**src/rtl/dmux_stream_pkg.sv**
```systemverilog
// Shared definitions for the dmux_stream demultiplexer and its per-channel slots.
// Holds the channel-index width helper and the data register reset value.
package dmux_stream_pkg;

  // N=2 still needs a 1-bit index; $clog2 alone would give 1 there but 0 for N=1.
  function automatic int chan_w(input int n);
    return (n <= 2) ? 1 : $clog2(n);
  endfunction

  localparam logic DATA_RST_BIT = 1'b0;

endpackage

```
**src/rtl/dmux_slot.sv**
```systemverilog
// Single-entry output register for one demux channel; load-to-valid latency 1 cycle.
// Backpressure: free when empty or draining this cycle, so a load can replace a draining beat.
module dmux_slot
  import dmux_stream_pkg::*;
#(
  parameter int WIDTH = 16
) (
  input  logic             clk_i,
  input  logic             rst_ni,
  input  logic             load_i,
  input  logic [WIDTH-1:0] data_i,
  input  logic             ready_i,
  output logic [WIDTH-1:0] data_o,
  output logic             valid_o,
  output logic             free_o
);

  logic [WIDTH-1:0] data_q, data_d;
  logic             valid_q, valid_d;

  assign free_o  = ~valid_q | ready_i;
  assign data_o  = data_q;
  assign valid_o = valid_q;

  always_comb begin
    data_d  = data_q;
    valid_d = valid_q;
    if (load_i) begin
      data_d  = data_i;
      valid_d = 1'b1;
    end else if (ready_i) begin
      valid_d = 1'b0;
    end
  end

  always_ff @(posedge clk_i or negedge rst_ni) begin
    if (!rst_ni) begin
      data_q  <= {WIDTH{DATA_RST_BIT}};
      valid_q <= 1'b0;
    end else begin
      data_q  <= data_d;
      valid_q <= valid_d;
    end
  end

endmodule

```
**src/rtl/dmux_stream.sv**
```systemverilog
// N-way valid/ready demultiplexer with broadcast and sticky bad-select error; latency 1 cycle.
// Backpressure: IN_READY follows the addressed slot (all slots for broadcast); bad selects are always accepted.
module dmux_stream
  import dmux_stream_pkg::*;
#(
  parameter int   WIDTH = 16,
  parameter int   N     = 4,
  localparam int  SELW  = chan_w(N)
) (
  input  logic               CLK,
  input  logic               RESET_N,
  input  logic [WIDTH-1:0]   IN,
  input  logic               IN_VALID,
  output logic               IN_READY,
  input  logic [SELW-1:0]    SEL,
  input  logic               BCAST,
  output logic [N*WIDTH-1:0] OUT,
  output logic [N-1:0]       OUT_VALID,
  input  logic [N-1:0]       OUT_READY,
  output logic               ERR,
  input  logic               CLR_ERR
);

  localparam logic [SELW:0] N_L = (SELW+1)'(N);

  logic [N-1:0] sel_oh;
  logic [N-1:0] slot_free;
  logic [N-1:0] slot_load;
  logic         sel_oob;
  logic         all_free;
  logic         sel_free;
  logic         accept;
  logic         drop;
  logic         err_q, err_d;

  assign sel_oob = ({1'b0, SEL} >= N_L);

  for (genvar k = 0; k < N; k++) begin : g_chan
    assign sel_oh[k]    = ({1'b0, SEL} == (SELW+1)'(k));
    assign slot_load[k] = accept & (BCAST | sel_oh[k]);

    dmux_slot #(.WIDTH(WIDTH)) u_slot (
      .clk_i   (CLK),
      .rst_ni  (RESET_N),
      .load_i  (slot_load[k]),
      .data_i  (IN),
      .ready_i (OUT_READY[k]),
      .data_o  (OUT[k*WIDTH +: WIDTH]),
      .valid_o (OUT_VALID[k]),
      .free_o  (slot_free[k])
    );
  end

  assign all_free = &slot_free;
  assign sel_free = |(sel_oh & slot_free);

  // A broadcast waits for every slot so no channel ever sees half of it.
  assign IN_READY = RESET_N & (BCAST ? all_free : (sel_oob | sel_free));
  assign accept   = IN_VALID & IN_READY;
  assign drop     = accept & ~BCAST & sel_oob;

  assign err_d = drop | (err_q & ~CLR_ERR);

  always_ff @(posedge CLK or negedge RESET_N) begin
    if (!RESET_N) begin
      err_q <= 1'b0;
    end else begin
      err_q <= err_d;
    end
  end

  assign ERR = err_q;

endmodule

```
**config.mk**
```make
export PLATFORM = sky130hd
export DESIGN_NAME = dmux_stream
export DESIGN_NICKNAME = d
export VERILOG_FILES = /design/src/rtl/dmux_stream_pkg.sv /design/src/rtl/dmux_slot.sv /design/src/rtl/dmux_stream.sv
export SDC_FILE = /design/constraint.sdc
export NUM_CORES = 1
export LEC_CHECK = 0
export BUFFER_PORTS_ARGS = -buffer_cell sky130_fd_sc_hd__buf_2
export CAP_MARGIN = 10
export CORE_MARGIN = 2
export CORE_UTILIZATION = 44
export CTS_CLUSTER_DIAMETER = 40
export DETAILED_ROUTE_END_ITERATION = 10
export PLACE_DENSITY = 0.73
export SLEW_MARGIN = 20
export SYNTH_ARGS = -nofsm -noshare
export SYNTH_HDL_FRONTEND = slang
export SYNTH_HIERARCHICAL = 1
export SYNTH_SLANG_ARGS = --single-unit
```
**constraint.sdc**
```tcl
create_clock -name CLK -period 2.3 [get_ports CLK]
set_input_delay 0.23 -clock CLK [delete_from_list [all_inputs] [get_ports CLK]]
set_output_delay 0.23 -clock CLK [all_outputs]
set_load 0.1 [all_outputs]
```
Word-level counts from Yosys, hierarchy flattened
Index checks and enable logic that the tools add are counted.
Word-level totals
  flip-flop bits (word level): 69
  logic and storage cells: 49
  input port bits: 27
Operators by class
  multiplexer cells: 9
  reduce and logical (&&, ||, !) cells: 7
  bitwise operators: 21
  equal/unequal tests: 3
Operators with widths (number)
  1-bit two-way mux: 9
  1-bit OR: 8
  2-bit nonzero test: 4
  1-bit bitwise AND: 7
  1-bit inverter: 5
  4-bit bitwise AND: 1
  2-bit equality test (second input constant): 2
  4-bit AND reduction: 1
  4-bit OR reduction: 1
  2-bit by 1-bit equality test with 1-bit output (second input constant): 1
  2-bit logical NOT: 1

Logic depth before layout (Yosys ltp)
  word-level depth: 9
  gate-level depth with buffers: 7
  mapped depth without buffers: 5

By module
Netlist, hierarchy kept.
Modules (own cells, without submodules)
  dmux_slot: sequential area each 425.4 µm², times used 4, cells an instance 37, area an instance 683.2 µm²
  dmux_stream: sequential area each 25.0 µm², times used 1, cells an instance 20, area an instance 135.1 µm²

Worst setup path after synthesis
No wires, ideal clock.
  kind: register to output
  start: reg g_chan[3].u_slot.valid_q
  end: out IN_READY
  data required time: 2.070 ns
  arrival time: 3.316 ns
  cell stages (with the launch flop): 5
  path slack: -1.246 ns
  path through: dfrtp_1 -> nand2b_1 -> and4_1 -> o21ai_0 -> nor3_1
Between the ends
  cells in the longest elaborated chain, start to end: 6
  elaborated cells between the ends (all ways): 7
  classes of those cells: 1 x mux; 4 x bitwise; 2 x reduce/logical
Ends and longest elaborated chain
  start, declared: RTL line dmux_slot.sv:19  | logic valid_q, valid_d;
  start signal, assigned: RTL line dmux_slot.sv:42  | valid_q <= valid_d;
  1-bit inverter *: RTL line dmux_slot.sv:21  | assign free_o = ~valid_q | ready_i;
  1-bit OR *: RTL line dmux_slot.sv:21
  named net slot_free[3]: RTL line dmux_stream.sv:27  | logic [N-1:0] slot_free;
  4-bit bitwise AND: RTL line dmux_stream.sv:55  | assign sel_free = |(sel_oh & slot_free);
  4-bit OR reduction: RTL line dmux_stream.sv:55
  1-bit two-way mux *: RTL line dmux_stream.sv:58  | assign IN_READY = RESET_N & (BCAST ? all_free : (sel_oob | sel_free));
  1-bit bitwise AND *: RTL line dmux_stream.sv:58
  end, declared: RTL line dmux_stream.sv:14  | output logic IN_READY,
The timed path passes the listed nets; every way through them passes the cells marked *.

Final worst setup path
  start: reg g_chan[2].u_slot.valid_q
  end: out IN_READY
Between the ends
  cells in the longest elaborated chain, start to end: 6
  elaborated cells between the ends (all ways): 7
  classes of those cells: 1 x mux; 4 x bitwise; 2 x reduce/logical
Ends and longest elaborated chain (RTL line)
  start, declared: dmux_slot.sv:19
  start signal, assigned: dmux_slot.sv:42
  1-bit inverter *: dmux_slot.sv:21
  1-bit OR *: dmux_slot.sv:21
  named net slot_free[2]: dmux_stream.sv:27
  4-bit bitwise AND: dmux_stream.sv:55
  4-bit OR reduction: dmux_stream.sv:55
  1-bit two-way mux *: dmux_stream.sv:58
  1-bit bitwise AND *: dmux_stream.sv:58
Marks and branches as above.

==> flow_summary.yaml <==
timing:
  setup_viol_count_final: 0
  tns_ps: 0
  slew-limit-headroom_pct: 44.1
  clock_skew_ps: 5.94
  post-route-period-util_pct: 92.3
  rsz0062_at_grt: "no"
  min_period_ps: 2120
  slew_viol_final: 0
  timing.fmax_mhz: 471
  worst_pin_slew_ps: 838
  hold_viol: 0
clock_network:
  cts.sinks: 69
  clk_pin_slew_worst_paths_ps: 80
  cts_hold_buf: 0
  clk-insertion-delay-late_ps: 340
  cts_max_path_buffers: 2
  cts.repair.resized: 0
  cts_buffers: 9
  cts_tree: "done"
  h-tree-depth: 3
  postCtsSetupBuffers: 0
  root_buffer: "clkbuf_8"
synth:
  synth_nets: 195
  syn_avg_cell_area_sq_um: 17.1
  yosys.area.top_type: "dfrtp_1"
  syn_area_sq_mm: 0.00287
  synth_top_cells_by_area: "dfrtp_1, mux2_4, mux2_2, buf_12, nand2b_1"
  ys_seq_area_share_pct: 60.2
  netlist-cell-type-count: 18
  synth.ff_latch_count: 69
  syn-instance-count: 168
  yosysTopAreaCellShare_pct: 60.2
  ys.warnings.count: 6
global_routing:
  overflow: 0
  grt_usage_pct: 16.8
  antenna_found_initial: 0
  grt_max_degree: 70
  grt_pass1_wl_um: 9250
  grt_pass1_vias: 1754
route:
  vias_per_cell: 4.90
  drt_iter0_drc: 63
  wire_per_inst_um: 15.8
  drt-pass1-iter-count: 4
  ant_nets: 0
  vias: 1754
  drc: 0
  wl_um: 5650
critical_path:
  critical_path.cell_chain: "nand2b_1 -> nor2b_1 -> a2111oi_1 -> nor3_4 -> buf_12"
  required_ps: 2070
  worst-setup-path-type: "register to primary output"
  cp_slowest_cell: "a2111oi_1"
  critPathLaunchType: "register"
  worstPathArrival_ps: 1890
  crit_path_end_kind: "primary output"
  cp_max_fo: 3
  cpPeakStageDelay_ps: 630
floorplan:
  die_x_um: 84.7
  fp-row-count: 29
  dieArea_sq_mm: 0.00718
  initial_utilization_pct: 45.4
  io_pins: 97
  core_sq_mm: 0.00631
  die_y_um: 84.7
placed_design:
  place_congestion: 0.891
  io_buffers: 96
  hpwl_um: 4020
finish:
  diodes: 0
  drive_gt1_share_pct: 69.0
  syn2layout_area_growth_pct: 26.9
  nets: 303
run_status:
  status: "complete, no violations"
run:
  maxCapViolCount: 0
hold_path:
  hold_path_class: "input pin to register"
[synthesized netlist by cell type, drive strengths merged]
cell type and number:
dfrtp 69, mux2 64, buf 8, nand2b 8, a21oi 3, nor2b 3, a2111oi 2, inv 2
nor2 2, a31oi 1, and4 1, nand2 1, nand3 1, nor3 1, o211ai 1, o21ai 1
[critical path, delay by kind of cell (launching register included)]
kind	cells	cell delay, ps
flip-flops	1	380
AO/OA/AOI/OAI	1	630
AND/OR/NAND/NOR	3	340
buffers and inverters	1	200
[kinds of logic (layout without fill, tap and decap cells)]
kind of cell | Yosys count | after routing | synth area share [%]
multiplexers | 64 | 64 | 29.8
AND/OR/NAND/NOR | 17 | 17 | 3.45
flip-flops | 69 | 69 | 60.2
AO/OA/AOI/OAI | 8 | 8 | 1.88
buffers and inverters | 10 | 123 | 4.62
[routing by layer]
metal  part of all wire [%]  up-vias  wire (um)  track usage [%]
met5                      0        -          0                0
met4                    1.6        0         89             6.35
met3                    9.1       11        516             6.88
met2                     41       78       2330             22.8
met1                     48      851       2710             24.3
li1                       -      814          -                -
[flip-flops by register name, summed over array words and instances (netlist names)]
name / count
g_chan.u_slot/valid_o: 4
ERR: 1
g_chan.u_slot/data_o: 64
[worst paths after layout]
kind	end	slack, ps	cells past startpoint	startpoint
worst max-delay path	IN_READY	180	5	g_chan[2].u_slot/valid_o$_DFFE_PN0P_
worst min-delay path	ERR$_DFF_PN0_	30	2	CLR_ERR
worst max register to register	g_chan[3].u_slot/data_o[1]$_DFFE_PN0P_	420	6	g_chan[3].u_slot/valid_o$_DFFE_PN0P_
worst min register to register	ERR$_DFF_PN0_	500	1	ERR$_DFF_PN0_
max in group asynchronous	g_chan[1].u_slot/valid_o$_DFFE_PN0P_	1580	2	RESET_N
min in group asynchronous	g_chan[0].u_slot/valid_o$_DFFE_PN0P_	110	2	RESET_N
[cells in the final DEF (no fill, tap or decap)]
cell type   count
inv_6           1
clkbuf_8       10
inv_1           2
nand2b_1        8
o21ai_0         1
and4_1          1
buf_2          95
buf_4           9
a21oi_2         2
clkinvlp_4      2
a31oi_1         1
clkinv_4        2
mux2_2         28
buf_12          1
a2111oi_1       2
nor3_4          1
mux2_4         36
o211ai_1        1
dfrtp_1        65
dfrtp_2         4
nor2b_1         3
a21oi_1         1
nand2_1         1
nor2_2          2
bufinv_16       1
nand3_1         1
[final cells by class]
class                   instances  area, sq um
flip-flops and latches         69         1730
clock inverters                 6         71.3
repair buffers                105          563
inverters                       2         7.51
fillers                       507         2670
clock buffers                  10          138
well taps                      77         96.3
multi-input cells              89         1030
[metrics by stage]
step	utilization (%)	hold WS (ps)	std cells	cell area [sq um]	setup WS (ps)
after floorplan	-	-65.6	168	2880	193
after global placement	54.3	381	342	3430	428
after detailed placement	54.3	390	342	3430	428
after CTS	57.6	14.1	358	3640	164
after global routing	57.6	9.90	358	3640	32.0
final	57.6	29.4	358	3640	178
Power is left out: the tool's default activity adds up to more than one toggle a clock period on the data nets, which glitch-free logic cannot reach.
